===== src/rtl/uart_tx_ctrl.sv =====
// UART transmit frame controller.
// Sequences START, DATA, optional PARITY and STOP around an external
// serializer that supplies the data bits LSB-first. A watchdog counter
// ends the frame with a one-cycle frame_err pulse if the serializer never
// reports its last bit.
module uart_tx_ctrl #(
  parameter int unsigned DATA_WIDTH = 8
) (
  input  logic                  clk,
  input  logic                  reset,
  input  logic [DATA_WIDTH-1:0] P_DATA,
  input  logic                  Data_Valid,
  input  logic                  PAR_EN,
  input  logic                  PAR_TYP,
  input  logic                  ser_data,
  input  logic                  ser_done,
  output logic                  ser_en,
  output logic                  TX_OUT,
  output logic                  Busy,
  output logic                  frame_err
);

  localparam int unsigned CNT_W = $clog2(DATA_WIDTH + 1);

  localparam logic [2:0] IDLE   = 3'd0;
  localparam logic [2:0] START  = 3'd1;
  localparam logic [2:0] DATA   = 3'd2;
  localparam logic [2:0] PARITY = 3'd3;
  localparam logic [2:0] STOP   = 3'd4;

  logic [2:0]       state;
  logic [2:0]       state_nxt;
  logic [CNT_W-1:0] bit_cnt;
  logic             last_bit;
  logic             timeout;
  logic             accept;
  logic             par_bit;
  logic             par_en_q;

  assign accept   = (state == IDLE) && Data_Valid;
  assign last_bit = (bit_cnt == CNT_W'(DATA_WIDTH - 1));

  // Next-state decode; ser_done only matters while in DATA.
  always_comb begin
    state_nxt = state;
    timeout   = 1'b0;
    case (state)
      IDLE:    if (Data_Valid) state_nxt = START;
      START:   state_nxt = DATA;
      DATA: begin
        if (ser_done) begin
          state_nxt = par_en_q ? PARITY : STOP;
        end else if (last_bit) begin
          state_nxt = STOP;
          timeout   = 1'b1;
        end
      end
      PARITY:  state_nxt = STOP;
      STOP:    state_nxt = IDLE;
      default: state_nxt = IDLE;
    endcase
  end

  // State register.
  always_ff @(posedge clk or posedge reset) begin
    if (reset) state <= IDLE;
    else       state <= state_nxt;
  end

  // Frame configuration captured at acceptance. PAR_TYP only influences
  // the parity bit, so its latched value lives inside par_bit.
  always_ff @(posedge clk or posedge reset) begin
    if (reset) begin
      par_bit  <= 1'b0;
      par_en_q <= 1'b0;
    end else if (accept) begin
      par_bit  <= (^P_DATA) ^ PAR_TYP;
      par_en_q <= PAR_EN;
    end
  end

  // DATA-cycle counter: cleared in START (the only way into DATA).
  always_ff @(posedge clk or posedge reset) begin
    if (reset) begin
      bit_cnt <= '0;
    end else if (state == START) begin
      bit_cnt <= '0;
    end else if (state == DATA) begin
      bit_cnt <= bit_cnt + CNT_W'(1);
    end
  end

  // Timeout flag, visible in the cycle after the final DATA cycle.
  always_ff @(posedge clk or posedge reset) begin
    if (reset) frame_err <= 1'b0;
    else       frame_err <= timeout;
  end

  // Line mux from registered sources only.
  always_comb begin
    TX_OUT = 1'b1;
    case (state)
      IDLE:    TX_OUT = 1'b1;
      START:   TX_OUT = 1'b0;
      DATA:    TX_OUT = ser_data;
      PARITY:  TX_OUT = par_bit;
      STOP:    TX_OUT = 1'b1;
      default: TX_OUT = 1'b1;
    endcase
  end

  // Serializer enable and busy status.
  always_comb begin
    ser_en = (state == START) || ((state == DATA) && !ser_done);
    Busy   = (state != IDLE);
  end

endmodule


===== config.mk =====
export PLATFORM = sky130hd
export DESIGN_NAME = uart_tx_ctrl
export DESIGN_NICKNAME = d
export VERILOG_FILES = /design/src/rtl/uart_tx_ctrl.sv
export SDC_FILE = /design/constraint.sdc
export NUM_CORES = 1
export LEC_CHECK = 0
export CORE_UTILIZATION = 35
export CTS_CLUSTER_DIAMETER = 100
export DETAILED_ROUTE_END_ITERATION = 10
export GPL_ROUTABILITY_DRIVEN = 0
export PLACE_DENSITY_LB_ADDON = 0.08
export RECOVER_POWER = 25
export SETUP_SLACK_MARGIN = 0.4
export SLEW_MARGIN = 40
export SYNTH_ARGS = -nofsm -noshare
export SYNTH_HDL_FRONTEND = slang
export SYNTH_SLANG_ARGS = --single-unit

===== constraint.sdc =====
create_clock -name clk -period 3.8 [get_ports clk]
set_clock_uncertainty 0.15 [all_clocks]
set_input_delay 0.57 -clock clk [delete_from_list [all_inputs] [get_ports clk]]
set_output_delay 0.57 -clock clk [all_outputs]
set_load 0.005 [all_outputs]

==> flow_summary.json, run 1 <==
{
  "status": "finished clean",
  "p_int_w": 0.000341,
  "layout-drive-gt1-share": 0.119,
  "finalSetupViolations": 0,
  "dpl_cell_area_sq_um": 823,
  "rsz0062_at_grt": "false",
  "cp_num_buf_inv": 2,
  "area_growth_syn_to_layout_pct": 37.4,
  "period_needed_ns": 2.81,
  "first_pass_iters": 4,
  "cts_sinks": 10,
  "crit_path_frequent_cell": "clkdlybuf4s50_1",
  "io_buffers": 18,
  "ys_ff_latch": 10,
  "pwr-share-comb": 0.443,
  "worstSetupPathType": "in2out",
  "p_sw_w": 0.000203,
  "critPathMaxStageDelay_ns": 0.53,
  "core_area_sq_mm": 0.00159,
  "drc": 0,
  "critPathCaptureType": "output pin",
  "worstSetupPathDepth": 4,
  "die_w_um": 44.3,
  "r2r_cells": 2,
  "hold_depth": 1,
  "cts.clk_slew.worst_paths_ns": 0.07,
  "leakagePower_nw": 0.362,
  "path_delay_family": "buffers and inverters",
  "cts_resized": 0,
  "power.density_mw_per_mm2": 633,
  "vias": 521,
  "hold_path.class": "reg2reg",
  "start_kind": "input pin",
  "numCtsBuffers": 3,
  "slowest_stage": "clkdlybuf4s50_1",
  "grt_overflow": 0,
  "syn-num-nets": 81,
  "maxCapViolCount": 0,
  "ios": 19,
  "max_freq_mhz": 355,
  "worstMarginPinSlew_ns": 0.443,
  "wl_per_cell_um": 11.3,
  "drt_first_iter_violations": 8,
  "slew_viol_final": 0,
  "yosysTopAreaCell": "dfrtp_1",
  "clock_latency_ns": 0.26,
  "yosys-top-cells-area": "dfrtp_1, xnor2_2, a21oi_1",
  "htreeDepth": 1,
  "die_y_um": 44.3,
  "finalNetCount": 101,
  "final_antenna_net_count": 0,
  "initial_core_util": 0.392,
  "die_area_sq_mm": 0.00196,
  "switching_share": 0.373,
  "ys_seq_area_frac": 0.400,
  "hold_viol": 0,
  "grt_max_degree": 14,
  "grt_pass1_wl_mm": 2.08,
  "netlist_instances": 65,
  "relSlewSlack": 0.705,
  "cts_setup_buffers": 0,
  "crit_chain": "clkdlybuf4s50_1, or3_1, a21oi_1, clkdlybuf4s50_1",
  "critPathMaxFanout": 5,
  "netlist.area_leader.share": 0.400,
  "grt.total_usage": 0.145,
  "yosysWarnings": 0,
  "routed_via_density": 4.82,
  "cts_tree": "built",
  "grt_pass1_vias": 477,
  "syn_area_sq_um": 626,
  "dp_hpwl_um": 884,
  "p_seq_frac": 0.379,
  "critPathArrivalTime_ns": 2.09,
  "ys_types": 32,
  "cts.path.max_buffers": 2,
  "final_cell_area_sq_um": 860,
  "p_clk_frac": 0.177,
  "timing.final.crit_share": 0.740,
  "tns_ns": 0,
  "postSynthAreaPerCell_sq_um": 9.62,
  "ctsHoldBuffers": 0,
  "cts_root_buffer": "clkbuf_4",
  "antennaDiodeCount": 0,
  "ir_worst_vdd_mv": 0.317,
  "routed_wl_mm": 1.22,
  "required_ns": 3.08,
  "num_rows": 14,
  "antenna_found_initial": 0
}
==> cell usage after synthesis (all sizes together) <==
cell    count
mux2        2
buf         2
nand2b      1
or3         1
nand2       8
xnor3       1
o21ai       5
or2         2
clkbuf      1
nor2        3
nand3       2
nor4b       2
xnor2       5
inv         3
a22oi       1
ha          1
mux2i       1
o21bai      1
xor2        1
nand3b      1
nor3        2
dfrtp      10
nor4        1
o211a       1
a21oi       6
a22o        1
==> power by group through the flow <==
stage | clock network (W) | logic (W) | registers, W
2_1_floorplan | 0 | 0.000185 | 0.000172
3_3_place_gp | 0 | 0.000241 | 0.000208
3_5_place_dp | 0 | 0.000241 | 0.000207
4_1_cts | 0.0000985 | 0.000244 | 0.000206
5_1_grt | 0.000103 | 0.000273 | 0.000214
6_report | 0.0000965 | 0.000241 | 0.000207
==> kinds of logic after synthesis <==
family,count (synthesis),synth area share
AOI/OAI and AO/OA,15,0.142
xor gates and xnor gates,7,0.144
adders and majority gates,1,0.0200
buffers and inverters,6,0.0380
DFF,10,0.400
muxes,3,0.0580
and+or+nand+nor,23,0.198
==> worst paths after layout <==
path                            slack, ns                     end                  from
worst min-delay path                 0.37     par_bit$_DFFE_PP0P_   par_bit$_DFFE_PP0P_
max in group asynchronous            2.65  bit_cnt[1]$_DFFE_PP0P_                 reset
min in group asynchronous            0.57    par_en_q$_DFFE_PP0P_                 reset
worst min register to register       0.37     par_bit$_DFFE_PP0P_   par_bit$_DFFE_PP0P_
worst max-delay path                 0.99                  ser_en              ser_done
worst max register to register       2.21    par_en_q$_DFFE_PP0P_  state[0]$_DFFE_PP0P_
==> per-layer routing <==
layer / global-route usage / wire length [um]
met5: 0 / 0
met3: 0.0612 / 52
met1: 0.199 / 647
met4: 0.0364 / 13
met2: 0.209 / 503
==> sequential cells by signal, indices dropped and copies added (netlist names) <==
register	cells
bit_cnt	4
state	3
frame_err	1
par_bit	1
par_en_q	1
==> worst reg2reg max path, stage by stage (launching register included) <==
cell and delay [ns]:
dfrtp_1 0.54, nor4b_2 0.43, mux2_1 0.36
==> through the flow <==
| stage | utilization | setup WS, ns | hold WS, ns | std cells | power [W] |
|---|---|---|---|---|---|
| after floorplan | - | 2.01 | 0.260 | 65 | 0.000357 |
| after global placement | 0.516 | 1.01 | 0.361 | 104 | 0.000449 |
| after detailed placement | 0.516 | 1.03 | 0.349 | 104 | 0.000447 |
| after CTS | 0.539 | 1.01 | 0.377 | 108 | 0.000548 |
| after global routing | 0.539 | 0.893 | 0.401 | 108 | 0.000590 |
| final | 0.539 | 0.986 | 0.375 | 108 | 0.000544 |
==> cell type report <==
cell class | count | area [sq um]
sequential | 10 | 250
inverter | 3 | 11.3
timing repair buffer | 18 | 180
tap | 24 | 30.0
fill | 152 | 734
clock buffer | 4 | 36.3
multi-input combinational | 49 | 352
==> cell usage in the layout (no fill, tap or decap), drive strengths merged, types with 3 or more instances in the layout <==
cell type,n
clkdlybuf4s50,17
dfrtp,10
nand2,8
a21oi,6
o21ai,5
xnor2,5
clkbuf,4
nor2,3
inv,3
Note: power is estimated with default switching activity, not from simulation.
==> run 2, diff against run 1 <==
Clock period 3.8 ns to 2.5 ns, I/O delays scaled along.
==> run 2 against run 1 <==
Net effect: sequential share of layout area shrank 1.2 points; die area is the same; wire length grew 4.2%; total power is 55% higher; critical path type unchanged; largest cell class unchanged.
==> flow_summary.json, run 2 (same netlist as run 1, synthesis figures left out) <==
{
  "grt_pass1_wl_mm": 2.15,
  "reg.largest.list": "bit_cnt: 4 flops, state: 3 flops",
  "grt_pass1_vias": 485,
  "critPathCaptureType": "output pin",
  "grt_overflow": 0,
  "max_freq_mhz": 486,
  "met3_length_um": 84,
  "core_area_sq_mm": 0.00159,
  "power.density_mw_per_mm2": 936,
  "path_delay_family": "buffers and inverters",
  "layout-drive-gt1-share": 0.200,
  "grt.total_usage": 0.158,
  "wl_met1_um": 628,
  "fin_util": 0.566,
  "ir_worst_vdd_mv": 0.487,
  "largest_reg_flops": 4,
  "htreeDepth": 1,
  "p_int_w": 0.000530,
  "cts_tree": "built",
  "layout_common_cells": "clkdlybuf4s50_1, dfrtp_1, nand2_1",
  "period_needed_ns": 2.06,
  "cp-startpoint": "ser_done",
  "top_register": "bit_cnt",
  "final_common_cell": "clkdlybuf4s50_1",
  "fillCellCount": 146,
  "numCtsBuffers": 3,
  "initial_core_util": 0.392,
  "finalSetupViolations": 0,
  "rsz0062_at_grt": "true",
  "antenna_found_initial": 0,
  "switching_share": 0.372,
  "ios": 19,
  "num_rows": 14,
  "cts.clk_slew.worst_paths_ns": 0.06,
  "wl_met2_um": 519,
  "routed_via_density": 4.68,
  "p_clk_frac": 0.128,
  "drc": 0,
  "r2r-start": "state[0]$_DFFE_PP0P_",
  "io_buffers": 18,
  "hold_path.class": "reg2reg",
  "final_antenna_net_count": 0,
  "critPathMaxStageDelay_ns": 0.43,
  "layout_setup_ws_ns": 0.442,
  "cts.path.max_buffers": 2,
  "cts_root_buffer": "clkbuf_4",
  "clock_latency_ns": 0.26,
  "grt_max_degree": 12,
  "tns_ns": 0,
  "first_pass_iters": 4,
  "antennaDiodeCount": 0,
  "relSlewSlack": 0.735,
  "critPathArrivalTime_ns": 1.53,
  "worstMarginPinSlew_ns": 0.397,
  "critPathMaxFanout": 2,
  "status": "finished clean",
  "leakagePower_nw": 0.392,
  "regArea_sq_um": 251,
  "die_y_um": 44.3,
  "min_from": "par_bit$_DFFE_PP0P_",
  "die_w_um": 44.3,
  "hold_viol": 0,
  "finalNetCount": 108,
  "dp_hpwl_um": 953,
  "cts_sinks": 10,
  "ctsHoldBuffers": 0,
  "p_sw_w": 0.000314,
  "worstSetupPathType": "in2out",
  "slew_viol_final": 0,
  "p_seq_frac": 0.333,
  "post-place-ws_ns": 0.194,
  "routed_wl_mm": 1.27,
  "dr.max_layer_used": "met4",
  "start_kind": "input pin",
  "cp_num_buf_inv": 2,
  "r2r_setup_slack_ns": 0.91,
  "maxCapViolCount": 0,
  "wl_per_cell_um": 11.1,
  "area_growth_syn_to_layout_pct": 44.2,
  "final_cell_area_sq_um": 902,
  "timing.final.crit_share": 0.823,
  "finalPower_w": 0.000844,
  "drt_first_iter_violations": 2,
  "pwr-share-comb": 0.538,
  "required_ns": 1.98,
  "dpl_cell_area_sq_um": 853,
  "vias": 533,
  "crit_chain": "clkdlybuf4s50_1, or3_1, a21oi_1, dlygate4sd2_1",
  "slowest_stage": "clkdlybuf4s50_1",
  "multi_input_area_sq_um": 357,
  "die_area_sq_mm": 0.00196
}
-- run 2: cell types whose count changed in the layout (fill, tap and decap cells not counted) --
| cell | previous run | this run |
|---|---|---|
| dfrtp_1 | 10 | 9 |
| nor3_1 | 2 | 1 |
| dlygate4sd2_1 | 0 | 2 |
| nor3_2 | 0 | 1 |
| clkbuf_8 | 1 | 0 |
| dfrtp_2 | 0 | 1 |
| buf_4 | 0 | 7 |
| clkdlybuf4s50_1 | 17 | 15 |
-- run 2: path summary, 6_finish.rpt --
path                                        end  cells past startpoint
setup / recovery                         ser_en                      4
hold / removal              par_bit$_DFFE_PP0P_                      1
setup reg to reg           par_en_q$_DFFE_PP0P_                      3
hold reg to reg             par_bit$_DFFE_PP0P_                      1
max in group asynchronous  state[0]$_DFFE_PP0P_                      2
min in group asynchronous   par_bit$_DFFE_PP0P_                      2
-- run 2: repair_timing --
action	CTS	global route
setup buffers	0	3
gates resized for setup	3	1
endpoints found under the setup margin	2	2
-- run 2: power groups by stage --
stage          sequential [W]  clock [W]  combinational (W)
5_1_grt              0.000290   0.000122           0.000507
4_1_cts              0.000284   0.000116           0.000419
2_1_floorplan        0.000262          0           0.000281
3_3_place_gp         0.000287          0           0.000427
3_5_place_dp         0.000285          0           0.000429
6_report             0.000281   0.000108           0.000454
-- run 2: metrics by stage --
step / cells / hold slack, ns
detailed placement: 108 / 0.349
global placement: 108 / 0.361
floorplan: 65 / 0.0652
global route: 114 / 0.389
finish: 114 / 0.360
CTS: 111 / 0.249
-- run 2: cell type report --
class,instances,area share
multi-input combinational,49,0.395
sequential,10,0.279
timing repair buffer,25,0.255
tap,24,0.0333
clock buffer,3,0.0250
inverter,3,0.0125
-- run 2: metal layers --
metal	vias up	global-route usage
met5	-	0
met2	17	0.218
met1	233	0.213
met4	0	0.0727
li1	278	-
met3	5	0.0694
==> edit 1 (flow settings as in run 1) <==
Set the parameter `DATA_WIDTH` to 16 (it was 8).
--- a/src/rtl/uart_tx_ctrl.sv
+++ b/src/rtl/uart_tx_ctrl.sv
@@ -6,3 +6,3 @@
 module uart_tx_ctrl #(
-  parameter int unsigned DATA_WIDTH = 8
+  parameter int unsigned DATA_WIDTH = 16
 ) (
Interface: changed (resized P_DATA); port bits go from 19 to 27. No check against the original RTL was run, so the function may have changed too.
==> edit 1 against run 1 <==
Core utilization decreased by 0.83 points; design area increased by 25%; setup slack got worse by 0.071 ns; critical path depth unchanged; wire length increased by 23%; area after synthesis increased by 23%; critical endpoint unchanged; critical path type unchanged; first-iteration DRC count decreased by 38%; clock power decreased by 15%; combinational power increased by 10%; power increased by 6.9%; sequential cell count increased by 1; die area increased by 22%.
==> edit 1: results (changes against run 1) <==
- Top flop regs: bit_cnt: 5 flops, state: 3 flops
- Pin count of the biggest net entering global routing: 19 (+5)
- Number of H-tree levels: 1 (unchanged)
- Mapped Nets: 108 (+33%)
- Distinct cells, synth: 29 (-9.4%)
- PortBufs: 26 (+8)
- Worst Path Max Fanout: 4 (-1)
- Critical Path Slowest Stage Cell: clkdlybuf4s50_1
- Most common library cells after synthesis: xnor2_1, dfrtp_1, nand2_1
- First-pass GRT wire length: 2670 um (+29%)
- Ant diodes: 0 (unchanged)
- Sequential fraction of the synthesis area: 35.8% (-4.2 points)
- Post-synth ARST share: 100% (unchanged)
- DRT iter0 DRCs: 5 (-3)
- Setup TNS: 0 ns (unchanged)
- # Post-CTS Setup Buffers: 0 (unchanged)
- Clock latency at the later pin of the worst-skew pair: 0.27 ns
- DRT Wirelength: 1490 um (+23%)
- Largest stage delay, worst path: 0.51 ns (-0.02 ns)
- Filler cell count: 195 (+28%)
- Outcome: complete, no violations
- Root buffer cell: clkbuf_4
- Number of global-route vias before repair: 631 (+32%)
- Synth Flop Type: dfrtp_1
- Vias per inst: 4.76 (-1.4%)
- HPWL after detailed placement: 1130 um (+28%)
- First-pass DRT Iterations: 2 (-2)
- Hold Path Class: flip-flop to flip-flop
- Worst VDD drop: 0.000272 V (-14%)
- Lkg Pwr: 0.000456 uW (+26%)
- GRT Total Usage: 14.6% (+0.13 points)
- Num CTS Buffers: 3 (unchanged)
- Bufs on Longest Clock Path: 2 (unchanged)
- Initial antenna violation count: 0 (unchanged)
- Post-CTS Resized: 0 (unchanged)
- Fin nets: 135 (+34%)
- Synth warn: 0 (unchanged)
- Top post-synthesis cells by area: dfrtp_1, xnor2_1, nand2_1, mux2i_1, o21ai_0
- Worst-margin pin slew: 0.541 ns (+0.0977 ns)
- Clock transition at path regs: 0.08 ns
- Placed Area: 0.00105 mm^2 (+27%)
- Residual DRC count: 0 (unchanged)
- Arrival @ worst endpoint: 2.16 ns (+0.07 ns)
- Share of cells above drive strength 1: 6.42% (-5.5 points)
-- edit 1: cell types whose count changed after synthesis, sizes merged, moves of 3 or more --
cell / before / now
mux2i: 1 / 4
nand2: 8 / 11
xnor2: 5 / 13
clkbuf: 1 / 4
-- edit 1: critical path: cells and delay by family --
kind / cells / cell delay (ns)
buffers and inverters: 2 / 0.99
AND/OR/NAND/NOR: 1 / 0.46
AO/OA/AOI/OAI: 1 / 0.15
-- edit 1: area by class of cell --
cell class                 instances  area [um^2]  area share (%)
multi-input combinational         64          463            43.1
sequential                        11          275            25.6
timing repair buffer              26          260            24.2
tap                               27         33.8            3.15
clock buffer                       4         26.3            2.45
inverter                           4         15.0            1.40
-- edit 1: path summary, 6_finish.rpt --
check	cells after the start	slack, ns	startpoint	end
worst max-delay path	4	0.92	ser_done	ser_en
worst min-delay path	2	0.37	bit_cnt[4]$_DFFE_PP0P_	bit_cnt[4]$_DFFE_PP0P_
worst max register to register	3	1.92	state[1]$_DFFE_PP0P_	par_en_q$_DFFE_PP0P_
worst min register to register	2	0.37	bit_cnt[4]$_DFFE_PP0P_	bit_cnt[4]$_DFFE_PP0P_
max in group asynchronous	2	2.59	reset	par_en_q$_DFFE_PP0P_
min in group asynchronous	2	0.58	reset	bit_cnt[2]$_DFFE_PP0P_
-- edit 1: metal layers --
| layer | share of wire, % | track usage (%) | vias to the layer above |
|---|---|---|---|
| met3 | 4.7 | 5.30 | 2 |
| met5 | 0 | 0 | - |
| met1 | 47 | 16.1 | 297 |
| li1 | - | - | 335 |
| met4 | 1.0 | 5.88 | 0 |
| met2 | 47 | 25.2 | 13 |
-- edit 1: power breakdown --
| part | leakage [uW] | internal, uW | total [uW] | switching (uW) |
|---|---|---|---|---|
| clock network | 0.0000150 | 40.6 | 82.1 | 41.5 |
| logic | 0.000298 | 170 | 265 | 94.5 |
| registers | 0.000144 | 154 | 235 | 81.2 |
-- edit 1: kinds of logic (layout without fill, tap and decap cells) --
group	count (synthesis)	count (layout)	share of synthesized area (%)
DFF	11	11	35.8
AOI/OAI and AO/OA	15	15	11.6
xor gates and xnor gates	15	15	19.9
and+or+nand+nor	26	26	16.9
adders and majority gates	2	2	3.26
buffers and inverters	8	34	3.91
muxes	6	6	8.63
-- edit 1: per-stage QoR --
| stage | util [%] | setup WS, ns | std cells | hold WS (ns) |
|---|---|---|---|---|
| CTS | 53.1 | 0.916 | 136 | 0.373 |
| global placement | 51.8 | 0.949 | 132 | 0.343 |
| global route | 53.1 | 0.849 | 136 | 0.396 |
| detailed placement | 51.8 | 0.925 | 132 | 0.355 |
| floorplan | - | 1.89 | 83 | 0.272 |
| finish | 53.1 | 0.915 | 136 | 0.370 |
==> edit 2 (flow settings as in run 1) <==
Made on the original files. Register the inputs `P_DATA`, `Data_Valid`, `PAR_EN`, `PAR_TYP`, `ser_data` and `ser_done` before use, without a reset. The logic sees them one clock later.
--- a/src/rtl/uart_tx_ctrl.sv
+++ b/src/rtl/uart_tx_ctrl.sv
@@ -30,2 +30,18 @@
 
+  logic [DATA_WIDTH-1:0] P_DATA_q;
+  logic Data_Valid_q;
+  logic PAR_EN_q;
+  logic PAR_TYP_q;
+  logic ser_data_q;
+  logic ser_done_q;
+
+  always_ff @(posedge clk) begin
+    P_DATA_q     <= P_DATA;
+    Data_Valid_q <= Data_Valid;
+    PAR_EN_q     <= PAR_EN;
+    PAR_TYP_q    <= PAR_TYP;
+    ser_data_q   <= ser_data;
+    ser_done_q   <= ser_done;
+  end
+
   logic [2:0]       state;
@@ -39,3 +55,3 @@
 
-  assign accept   = (state == IDLE) && Data_Valid;
+  assign accept   = (state == IDLE) && Data_Valid_q;
   assign last_bit = (bit_cnt == CNT_W'(DATA_WIDTH - 1));
@@ -47,6 +63,6 @@
     case (state)
-      IDLE:    if (Data_Valid) state_nxt = START;
+      IDLE:    if (Data_Valid_q) state_nxt = START;
       START:   state_nxt = DATA;
       DATA: begin
-        if (ser_done) begin
+        if (ser_done_q) begin
           state_nxt = par_en_q ? PARITY : STOP;
@@ -76,4 +92,4 @@
     end else if (accept) begin
-      par_bit  <= (^P_DATA) ^ PAR_TYP;
-      par_en_q <= PAR_EN;
+      par_bit  <= (^P_DATA_q) ^ PAR_TYP_q;
+      par_en_q <= PAR_EN_q;
     end
@@ -104,3 +120,3 @@
       START:   TX_OUT = 1'b0;
-      DATA:    TX_OUT = ser_data;
+      DATA:    TX_OUT = ser_data_q;
       PARITY:  TX_OUT = par_bit;
@@ -113,3 +129,3 @@
   always_comb begin
-    ser_en = (state == START) || ((state == DATA) && !ser_done);
+    ser_en = (state == START) || ((state == DATA) && !ser_done_q);
     Busy   = (state != IDLE);
Behaviour: not the same (Yosys sat finds a counterexample within 4 cycles, from zero or initial values and one cycle with reset high).
==> edit 2 against run 1 <==
Register-to-register slack got worse by 0.12 ns; wire length increased by 21%; critical path depth unchanged; area after synthesis increased by 42%; design area increased by 30%; synthesized cell count increased by 18%; first-iteration DRC count increased to 3.0 times the old value; via count increased by 15%; sequential cell count increased by 13; power increased by 29%; setup slack improved by 0.14 ns; clock power increased by 13%; combinational power decreased by 2%.
==> edit 2: results (changes against run 1) <==
- Mapped Nets: 93 (+15%)
- Clock latency at the later pin of the worst-skew pair: 0.31 ns (+0.05 ns)
- First-pass DRT Iterations: 4 (unchanged)
- Inst Count DP: 121 (+16%)
- Worst-margin pin slew: 0.437 ns (-0.00572 ns)
- Most common library cells after synthesis: dfxtp_1, dfrtp_1, nand2_1
- R2R depth: 4 (+2)
- Lkg Pwr: 0.000475 uW (+31%)
- Worst Path Max Fanout: 13 (+8)
- Top post-synthesis cells by area: dfxtp_1, dfrtp_1, xnor2_2, xnor2_1, a21oi_1
- Worst hold slack: 0.322 ns (-0.0532 ns)
- Share of cells above drive strength 1: 8.25% (-3.7 points)
- First-pass GRT wire length: 2550 um (+23%)
- R2R setup slack: 2.09 ns (-0.12 ns)
- PortBufs: 18 (unchanged)
- HPWL after detailed placement: 1070 um (+21%)
- Arrival @ worst endpoint: 1.95 ns (-0.14 ns)
- Reg-to-reg endpoint: state[1]$_DFFE_PP0P_
- Hold Path Sink: par_en_q$_DFFE_PP0P_
- Sequential fraction of the synthesis area: 57.6% (+18 points)
- Fin nets: 114 (+13%)
- Grt total ovfl: 0 (unchanged)
- Outcome: complete, no violations
- CP delay by family, top: flip-flops
- Number of global-route vias before repair: 606 (+27%)
- Critical Path Slowest Stage Cell: dfrtp_1
- Worst VDD drop: 0.000354 V (+12%)
- Synth Flop Type: dfxtp_1
- DRT iter0 DRCs: 24 (+16)
- DRT Wirelength: 1470 um (+21%)
- Worst r2r src: bit_cnt[0]$_DFFE_PP0P_
- Post-synth ARST share: 43.5% (-57 points)
- Via count: 600 (+15%)
- Hold Startpoint: PAR_EN_q$_DFF_P_
- Top flop regs: P_DATA_q: 8 flops, bit_cnt: 4 flops, state: 3 flops
- Cells after synthesis: 77 (+18%)
- Distinct cells, synth: 33 (+3.1%)
edit 2: stage by stage:
step                      worst slack [ns]  power, uW  instance area [um^2]
after floorplan                       2.16        506                   886
final                                 1.13        702                  1120
after detailed placement              1.49        600                  1090
after CTS                             1.12        713                  1120
after global placement                1.52        595                  1090
after global routing                  1.02        759                  1120
edit 2: cell families (layout without fill, tap and decap cells):
group / Yosys count / after routing / synth area share (%)
fa+ha+maj: 1 / 1 / 1.41
mux: 3 / 3 / 4.10
simple gates: 22 / 22 / 13.6
xor+xnor: 7 / 7 / 10.2
buf+inv: 4 / 24 / 1.83
compound gates: 17 / 17 / 11.3
flops: 23 / 23 / 57.6
edit 2: how the worst max path moves through the flow:
stage             end  depth (start not counted)                 start
5_1_grt        ser_en                          4  state[0]$_DFFE_PP0P_
2_1_floorplan    Busy                          2  state[0]$_DFFE_PP0P_
4_1_cts        ser_en                          4  state[0]$_DFFE_PP0P_
3_3_place_gp   ser_en                          4  state[0]$_DFFE_PP0P_
3_5_place_dp   ser_en                          4  state[0]$_DFFE_PP0P_
6_report       ser_en                          4  state[0]$_DFFE_PP0P_
edit 2: cell type report:
type / instances / area (um^2)
fill: 217 / 1180
sequential: 23 / 510
multi-input combinational: 50 / 359
timing repair buffer: 18 / 180
tap: 28 / 35.0
clock buffer: 3 / 22.5
inverter: 2 / 7.51
clock inverter: 1 / 5.00
edit 2: where the power goes:
| part | total (uW) | switching (uW) | internal [uW] |
|---|---|---|---|
| sequential | 358 | 69.4 | 288 |
| combinational | 235 | 96.6 | 139 |
| clock | 109 | 69.3 | 39.2 |
| total | 702 | 235 | 466 |
edit 2: per-layer routing:
metal	GRT usage [%]	vias up	wire (um)
met5	0	-	0
met4	8.77	0	13
met3	4.06	2	57
met2	20.3	10	685
met1	15.3	284	714
li1	-	304	-
